--- src/rtl/beacon_framer.sv ---
// beacon_framer: periodic 9-byte telemetry beacon streamed over a valid/ready byte handshake.
module beacon_framer #(
    parameter logic [7:0] PERIOD_TICKS = 8'd10,
    parameter logic [7:0] SYNC0        = 8'hEB,
    parameter logic [7:0] SYNC1        = 8'h90
) (
    input  logic        clk,
    input  logic        reset,
    input  logic        tick,
    input  logic        tx_enable,
    input  logic [15:0] alt,
    input  logic [15:0] temp,
    input  logic [7:0]  status,
    input  logic        byte_ready,
    output logic [7:0]  byte_data,
    output logic        byte_valid,
    output logic        busy,
    output logic        frame_done,
    output logic        overrun,
    output logic [7:0]  seq
);
    typedef enum logic {IDLE, SEND} state_t;
    state_t      state_q, state_d;
    logic [7:0]  tick_cnt_q, tick_cnt_d, seq_q, seq_d, status_q, status_d, csum, mux;
    logic [15:0] alt_q, alt_d, temp_q, temp_d;
    logic [3:0]  idx_q, idx_d;
    logic        frame_done_q, frame_done_d, overrun_q, overrun_d, req;
    always_comb begin
        req          = tx_enable && tick && tick_cnt_q == 8'd0;
        tick_cnt_d   = !tx_enable ? 8'd0 : !tick ? tick_cnt_q :
                       (tick_cnt_q == PERIOD_TICKS - 8'd1) ? 8'd0 : tick_cnt_q + 8'd1;
        state_d      = state_q;
        idx_d        = idx_q;
        seq_d        = seq_q;
        alt_d        = alt_q;
        temp_d       = temp_q;
        status_d     = status_q;
        frame_done_d = 1'b0;
        overrun_d    = req && state_q == SEND;
        if (state_q == IDLE) begin
            if (req) begin
                state_d  = SEND;
                idx_d    = 4'd0;
                alt_d    = alt;
                temp_d   = temp;
                status_d = status;
            end
        end else if (byte_ready) begin
            if (idx_q == 4'd8) begin
                state_d      = IDLE;
                seq_d        = seq_q + 8'd1;
                frame_done_d = 1'b1;
            end else begin
                idx_d = idx_q + 4'd1;
            end
        end
    end
    // seq_q only advances when the frame ends, so it doubles as the frame's sequence snapshot
    always_comb begin
        csum = seq_q + alt_q[15:8] + alt_q[7:0] + temp_q[15:8] + temp_q[7:0] + status_q;
        case (idx_q)
            4'd0:    mux = SYNC0;
            4'd1:    mux = SYNC1;
            4'd2:    mux = seq_q;
            4'd3:    mux = alt_q[15:8];
            4'd4:    mux = alt_q[7:0];
            4'd5:    mux = temp_q[15:8];
            4'd6:    mux = temp_q[7:0];
            4'd7:    mux = status_q;
            default: mux = csum;
        endcase
    end
    always_ff @(posedge clk or negedge reset) begin
        if (!reset) begin
            state_q      <= IDLE;
            tick_cnt_q   <= 8'd0;
            seq_q        <= 8'd0;
            idx_q        <= 4'd0;
            alt_q        <= 16'd0;
            temp_q       <= 16'd0;
            status_q     <= 8'd0;
            frame_done_q <= 1'b0;
            overrun_q    <= 1'b0;
        end else begin
            state_q      <= state_d;
            tick_cnt_q   <= tick_cnt_d;
            seq_q        <= seq_d;
            idx_q        <= idx_d;
            alt_q        <= alt_d;
            temp_q       <= temp_d;
            status_q     <= status_d;
            frame_done_q <= frame_done_d;
            overrun_q    <= overrun_d;
        end
    end
    assign byte_valid = state_q == SEND;
    assign busy       = byte_valid;
    assign byte_data  = byte_valid ? mux : 8'd0;
    assign frame_done = frame_done_q;
    assign overrun    = overrun_q;
    assign seq        = seq_q;
endmodule

--- config.mk ---
export PLATFORM = sky130hd
export DESIGN_NAME = beacon_framer
export DESIGN_NICKNAME = d
export VERILOG_FILES = /design/src/rtl/beacon_framer.sv
export SDC_FILE = /design/constraint.sdc
export NUM_CORES = 1
export LEC_CHECK = 0
export BUFFER_PORTS_ARGS = -buffer_cell sky130_fd_sc_hd__buf_2
export CAP_MARGIN = 20
export CORE_UTILIZATION = 60
export CTS_CLUSTER_DIAMETER = 200
export CTS_CLUSTER_SIZE = 10
export DETAILED_ROUTE_END_ITERATION = 10
export GPL_TIMING_DRIVEN = 0
export PLACE_DENSITY_LB_ADDON = 0.3
export SYNTH_ARGS = -nofsm -noshare
export SYNTH_HDL_FRONTEND = slang
export SYNTH_SLANG_ARGS = --single-unit
export TNS_END_PERCENT = 30
--- constraint.sdc ---
create_clock -name clk -period 5.1 [get_ports clk]
set_input_delay 0.255 -clock clk [delete_from_list [all_inputs] [get_ports clk]]
set_output_delay 0.255 -clock clk [all_outputs]
set_load 0.01 [all_outputs]
==> results of run 1 <==
[per-stage QoR]
step	util (%)	cell area [µm²]	setup slack, ps
6_report	71.19	4810	691.1
5_1_grt	71.19	4810	483.6
4_1_cts	71.19	4810	679.1
3_5_place_dp	68.22	4609	1074
3_3_place_gp	67.93	4589	1033
2_1_floorplan	-	4169	1298
[cells in the final DEF, fill, tap and decap left out, types with 3 or more instances in the layout]
| master | instances |
|---|---|
| a21oi_1 | 5 |
| a221oi_1 | 6 |
| a222oi_1 | 9 |
| a311o_1 | 3 |
| and2_1 | 3 |
| buf_12 | 3 |
| buf_2 | 66 |
| clkbuf_1 | 11 |
| clkbuf_8 | 10 |
| clkinv_2 | 3 |
| dfrtp_1 | 63 |
| fa_1 | 27 |
| ha_1 | 14 |
| inv_1 | 66 |
| mux2_2 | 3 |
| mux2_4 | 20 |
| nand2_1 | 43 |
| nand3_1 | 7 |
| nand4_1 | 5 |
| nor2_1 | 9 |
| nor2b_1 | 4 |
| o21ai_0 | 38 |
| xnor2_1 | 18 |
| xor2_1 | 5 |
[cell families after synthesis]
kind of cell	Yosys count	synth area share [%]
adder cells (fa/ha/maj)	41	17.17
AO/OA/AOI/OAI	76	12.15
flip-flops	63	37.82
XOR/XNOR	24	5.372
buffers and inverters	84	8.793
AND/OR/NAND/NOR	86	10.17
multiplexers	25	8.523
[critical path, delay by kind of cell, from the launching register on]
kind / cells / cell delay [ps]
compound gates: 3 / 470
fa+ha+maj: 5 / 2240
buf+inv: 3 / 340
flops: 1 / 470
xor+xnor: 1 / 140
simple gates: 1 / 150
[state kept, by name (all words and copies together), names as in the netlist]
register,count
overrun,1
tick_cnt_q,8
idx_q,4
seq,8
busy,1
temp_q,16
alt_q,16
status_q,8
frame_done,1
[worst min path at each step]
stage / startpoint / slack, ps / end
final: alt[12] / 110 / alt_q[12]
after global routing: temp[5] / 120 / temp_q[5]
after floorplan: reset / -40 / alt_q[0]
after global placement: alt[3] / 460 / alt_q[3]
after CTS: alt[12] / 110 / alt_q[12]
after detailed placement: reset / 350 / alt_q[0]
[timing repair]
item	CTS	global route
hold buffers	1	0
endpoints found under the hold margin	25	0
setup endpoints to repair	0	0
[layout make-up]
cell class | count | area [µm²] | area share (%)
buffer | 18 | 118.9 | 2.471
clock buffer | 12 | 145.1 | 3.018
clock inverter | 4 | 45.04 | 0.9365
inverter | 66 | 247.7 | 5.151
multi-input combinational | 252 | 2226 | 46.28
sequential | 63 | 1577 | 32.78
tap | 80 | 100.1 | 2.081
timing repair buffer | 66 | 350.3 | 7.284
[routing by layer]
| metal | share of wire [%] | up-vias |
|---|---|---|
| li1 | - | 1495 |
| met1 | 44 | 1609 |
| met2 | 49 | 121 |
| met3 | 5.7 | 16 |
| met4 | 1.7 | 0 |
| met5 | 0 | - |
==> impl_results.md, run 1 <==
- Status: completed
- Ports: 65
- Worst-path clk slew: 80 ps
- Worst-margin pin slew: 802.8 ps
- Origin of the worst setup path: seq[2]
- Core area: 0.006756 mm²
- Slew HR: 46.07%
- Post-synthesis async set-or-reset flop share: 100.0%
- Final-report max-slew violation count: 0
- Post-synth EDFFs: 0
- DRT iter0 DRCs: 264
- Number of library cell types mapped by synthesis: 51
- # clock sinks: 63
- Synth area leaders: dfrtp_1 (38%), fa_1 (13%), mux2_4 (7.2%)
- Ys flop type: dfrtp_1
- Cells along the critical path: inv_1 > fa_1 > inv_1 > fa_1 > fa_1 > ha_1 > fa_1 > a21o_1 > a21oi_1 > xnor2_1 > o21ai_0 > nor2_1 > buf_2
- Final Hold Slack: 105.9 ps
- R2R depth: 5
- Crit-path slowest cell: fa_1
- Net Count, Synth: 485
- Leading cell type by number of instances after synthesis: inv_1
- Worst min path class: input pin to flop
- Drt total wl: 9.839 mm
- Met2 usage: 47.14%
- Final RePlAce weighted congestion: 0.8605
- Slowest Stage Delay on Critical Path: 560 ps
- Reg-to-reg setup timing slack: 2770 ps
- Dominant cell type by area after synthesis: dfrtp_1
- Fill cells: 495
- GRT met1 Usage: 39.13%
- H-tree levels: 3
- Busiest grt layer: met2
- #FFs+latches synth: 63
- GRT Total Usage: 29.09%
- Vias in the first global route: 3280
- Setup_tns: 0 ps
- Share of the synthesized area in the top cell type: 37.82%
- Setup crit end: byte_data[6]
- Vias per cell: 5.777
- Worst-path fanout max: 6
- WS Path Type: flop to output port
- Startpoint Class: flop
- CTS resizes: 0
- DIE AREA: 0.007285 mm²
- Dpl cells: 544
- RSZ-0062 raised after global routing: false
- Mean post-synth cell area: 10.45 µm²
- WL/cell: 17.54 µm
- Max clock buf depth: 2
- PortBufs: 64
- Drt pass-1 iters: 5
- Non-Filler Instances: 561
- Clk_skew: 10.79 ps
- Post-CTS setup buffer count: 0
- Max-cap violations: 0
- Critical path's most frequent cell: fa_1
- Top post-synthesis cells by count: inv_1 (66), dfrtp_1 (63), nand2_1 (43)
- Num rows: 30
- CP Data Required Time: 4850 ps
- Layout Nets: 562
- Initial antenna violation count: 0
- Die width: 85.36 µm
- Tmin final: 4409 ps
- Ant. Diodes: 0
- Setup violators final: 0
- Clk_lat worst skew: 350 ps
- Initial core utilization: 61.70%
- Largest net degree at the start of global routing: 34
- Worst hold stages: 3
- Syn Inst Count: 399
- Warnings from Yosys: 0
- Reg2reg start: tick_cnt_q[2]
- CTS Buf Count: 9
- Syn Std Cell Area: 0.004169 mm²
- Die Ht: 85.36 µm
- Share of layout cells above drive strength 1: 23.70%
- Antenna Nets Post-Route: 0
- CP Capture Type: output port
- Met3 GRT Util: 6.809%
- Layout area overhead: 15.37%
- Vias: 3241
- Peak Freq: 226.8 MHz
- First-pass GRT wire length: 15.97 mm
- Hold Violations, Final: 0
- Clock Tree Root: clkbuf_8
- Worst Path Arrival: 4150 ps
- CTS tree: done
- GR Overflow Total: 0
- DR DRC count: 0
- Sequential area share after synthesis: 37.82%
- Worst r2r dst: status_q[6]
- Post-DP HPWL: 7.161 mm
- Part of the cycle the worst path needs: 86.45%
Power of run 1 is left out: the tool's default activity adds up to more than one toggle a clock period on the data nets, which glitch-free logic cannot reach.
==> inputs of run 2 (changes only) <==
--- a/config.mk
+++ b/config.mk
@@ -7,12 +7,13 @@
 export LEC_CHECK = 0
 export BUFFER_PORTS_ARGS = -buffer_cell sky130_fd_sc_hd__buf_2
 export CAP_MARGIN = 20
-export CORE_UTILIZATION = 60
+export CORE_UTILIZATION = 62
 export CTS_CLUSTER_DIAMETER = 200
 export CTS_CLUSTER_SIZE = 10
 export DETAILED_ROUTE_END_ITERATION = 10
 export GPL_TIMING_DRIVEN = 0
 export PLACE_DENSITY_LB_ADDON = 0.3
+export SKIP_LAST_GASP = 1
 export SYNTH_ARGS = -nofsm -noshare
 export SYNTH_HDL_FRONTEND = slang
 export SYNTH_SLANG_ARGS = --single-unit
==> run 2 against run 1 <==
The flow now finishes with violations (DRC). Non-clock buffer count is the same. Count of clock-buffer cells in the layout did not move. Die area decreased by 3.1%. Fmax decreased by 4.4%. Global-route usage rose by 3.0 points. Setup slack got worse by 200 ps. Sequential share of layout area hardly changed. Cell count fell by 0.71%. Wire length up 1.6%. Sequential cell count unchanged. Critical path type unchanged. Critical endpoint is now byte_data[7].
==> impl_results.md, run 2 (same netlist as run 1, synthesis figures left out) <==
- CP Data Required Time: 4850 ps (about the same)
- Share of layout cells above drive strength 1: 23.75% (+0.049 points)
- Slowest Stage Delay on Critical Path: 540 ps (-20 ps)
- Core area: 0.006422 mm² (-4.9%)
- CP bufs+invs: 5 (+2)
- Ant. Diodes: 0 (unchanged)
- DIE AREA: 0.007056 mm² (-3.1%)
- Worst min path class: input pin to flop
- H-tree levels: 3 (unchanged)
- Violated checks: DRC
- First-pass GRT wire length: 16.96 mm (+6.2%)
- Worst path depth: 14 (+1)
- Drt pass-1 iters: 8 (+3)
- DRT iter0 DRCs: 228 (-14%)
- Largest net degree at the start of global routing: 37 (+8.8%)
- Worst hold stages: 3 (unchanged)
- Setup_tns: 0 ps (unchanged)
- CTS resizes: 0 (unchanged)
- Die Ht: 84 µm (-1.6%)
- Crit-path slowest cell: fa_1
- Dpl cells: 541 (-0.55%)
- Vias in the first global route: 3461 (+5.5%)
- WHS Endpoint: alt_q[13]
- Initial core utilization: 64.91% (+3.2 points)
- Setup violators final: 0 (unchanged)
- Worst-path fanout max: 5 (-1)
- GRT Total Usage: 32.05% (+3.0 points)
- Peak Freq: 216.8 MHz (-4.4%)
- Critical path's most frequent cell: inv_1
- Ports: 65 (unchanged)
- Vias per cell: 5.959 (+3.1%)
- Cells along the critical path: inv_1 > fa_1 > inv_1 > fa_1 > inv_1 > fa_1 > inv_1 > ha_1 > a211oi_1 > o21bai_1 > a21oi_1 > xnor2_1 > a221oi_1 > buf_2
- Most frequent cells in the layout: inv_1 (66), buf_2 (66), dfrtp_1 (63)
- Worst-margin pin slew: 815.6 ps (+12.72 ps)
- Worst r2r dst: status_q[6]
- Die width: 84 µm (-1.6%)
- CTS tree: done
- Max-cap violations: 0 (unchanged)
- Drt total wl: 9.994 mm (+1.6%)
- Worst hold start: alt[13]
- Tmin final: 4613 ps (+204.5 ps)
- Fill cells: 461 (-6.9%)
- Num rows: 29 (-3.3%)
- Layout Nets: 562 (unchanged)
- Vias: 3319 (+2.4%)
- Worst Path Arrival: 4360 ps (+210 ps)
- Layout area overhead: 15.46% (about the same)
- Non-Filler Instances: 557 (-0.71%)
- Part of the cycle the worst path needs: 90.46% (+4.0 points)
- Slew HR: 45.21% (-0.85 points)
- Worst-path clk slew: 70 ps (about the same)
- Final-report max-slew violation count: 0 (unchanged)
- Max clock buf depth: 2 (unchanged)
- # clock sinks: 63 (unchanged)
- Clk_skew: 9.417 ps (-1.377 ps)
- Cell family with most CP delay: adder cells
- Clk_lat worst skew: 360 ps (about the same)
- R2R depth: 5 (unchanged)
- CTS Buf Count: 9 (unchanged)
- WS Path Type: flop to output port
- Post-DP HPWL: 7.065 mm (-1.3%)
- DR DRC count: 12 (+12)
- Reg-to-reg setup timing slack: 2770 ps (about the same)
- Initial antenna violation count: 0 (unchanged)
- Startpoint Class: flop
- Reg2reg start: tick_cnt_q[5]
- Hold Violations, Final: 0 (unchanged)
- Antenna Nets Post-Route: 0 (unchanged)
- CP Capture Type: output port
- Clock Tree Root: clkbuf_8
- WL/cell: 17.94 µm (+2.3%)
- RSZ-0062 raised after global routing: false
- GR Overflow Total: 0 (unchanged)
- Regs by FF count: alt_q x16, temp_q x16
- PortBufs: 64 (unchanged)
- Final RePlAce weighted congestion: 0.8738 (+1.5%)
- Status: complete, but fails checks
[run 2: per-stage QoR]
stage | cell area (µm²) | setup WS, ps | utilization [%] | hold slack, ps
after global routing | 4813 | 258.1 | 74.95 | 102.3
after detailed placement | 4606 | 924.3 | 71.71 | 315.9
final | 4813 | 486.6 | 74.95 | 102.3
after global placement | 4586 | 984.6 | 71.40 | 458.0
after CTS | 4813 | 509.2 | 74.95 | 98.53
after floorplan | 4169 | 1298 | - | -40.59
[run 2: worst max-delay path by stage]
stage,startpoint,endpoint,slack [ps]
5_1_grt,seq[3],byte_data[7],260
3_5_place_dp,seq[3],byte_data[7],920
2_1_floorplan,seq[3],byte_data[7],1300
6_report,seq[3],byte_data[7],490
3_3_place_gp,seq[3],byte_data[7],980
4_1_cts,seq[3],byte_data[7],510
[run 2: repair_timing]
item	CTS	global route
hold endpoints to repair	27	0
hold buffers	1	0
endpoints found under the setup margin	0	0
buffers inserted	0	0
[run 2: area by class of cell]
cell class | instances | area (µm²) | share of cell area (%)
Buffer | 18 | 118.9 | 2.469
Clock buffer | 12 | 155.1 | 3.223
Clock inverter | 3 | 42.54 | 0.8838
Inverter | 66 | 247.7 | 5.147
Multi-Input combinational cell | 252 | 2226 | 46.24
Sequential cell | 63 | 1577 | 32.75
Tap cell | 77 | 96.34 | 2.002
Timing Repair Buffer | 66 | 350.3 | 7.278
[run 2: worst reg2reg max path, cell delays in order (launching register included)]
cell and delay [ps]:
dfrtp_1 410, or4_4 560, or4_4 540, nor2_8 170
buf_6 190, mux2_1 340
[run 2: layer usage]
metal  GRT usage [%]  share of wire (%)
met1           40.62                 40
met2           52.46                 48
met3           9.001                8.5
met4           12.23                3.1
met5               0                  0
Power of run 2 is left out for the same reason.
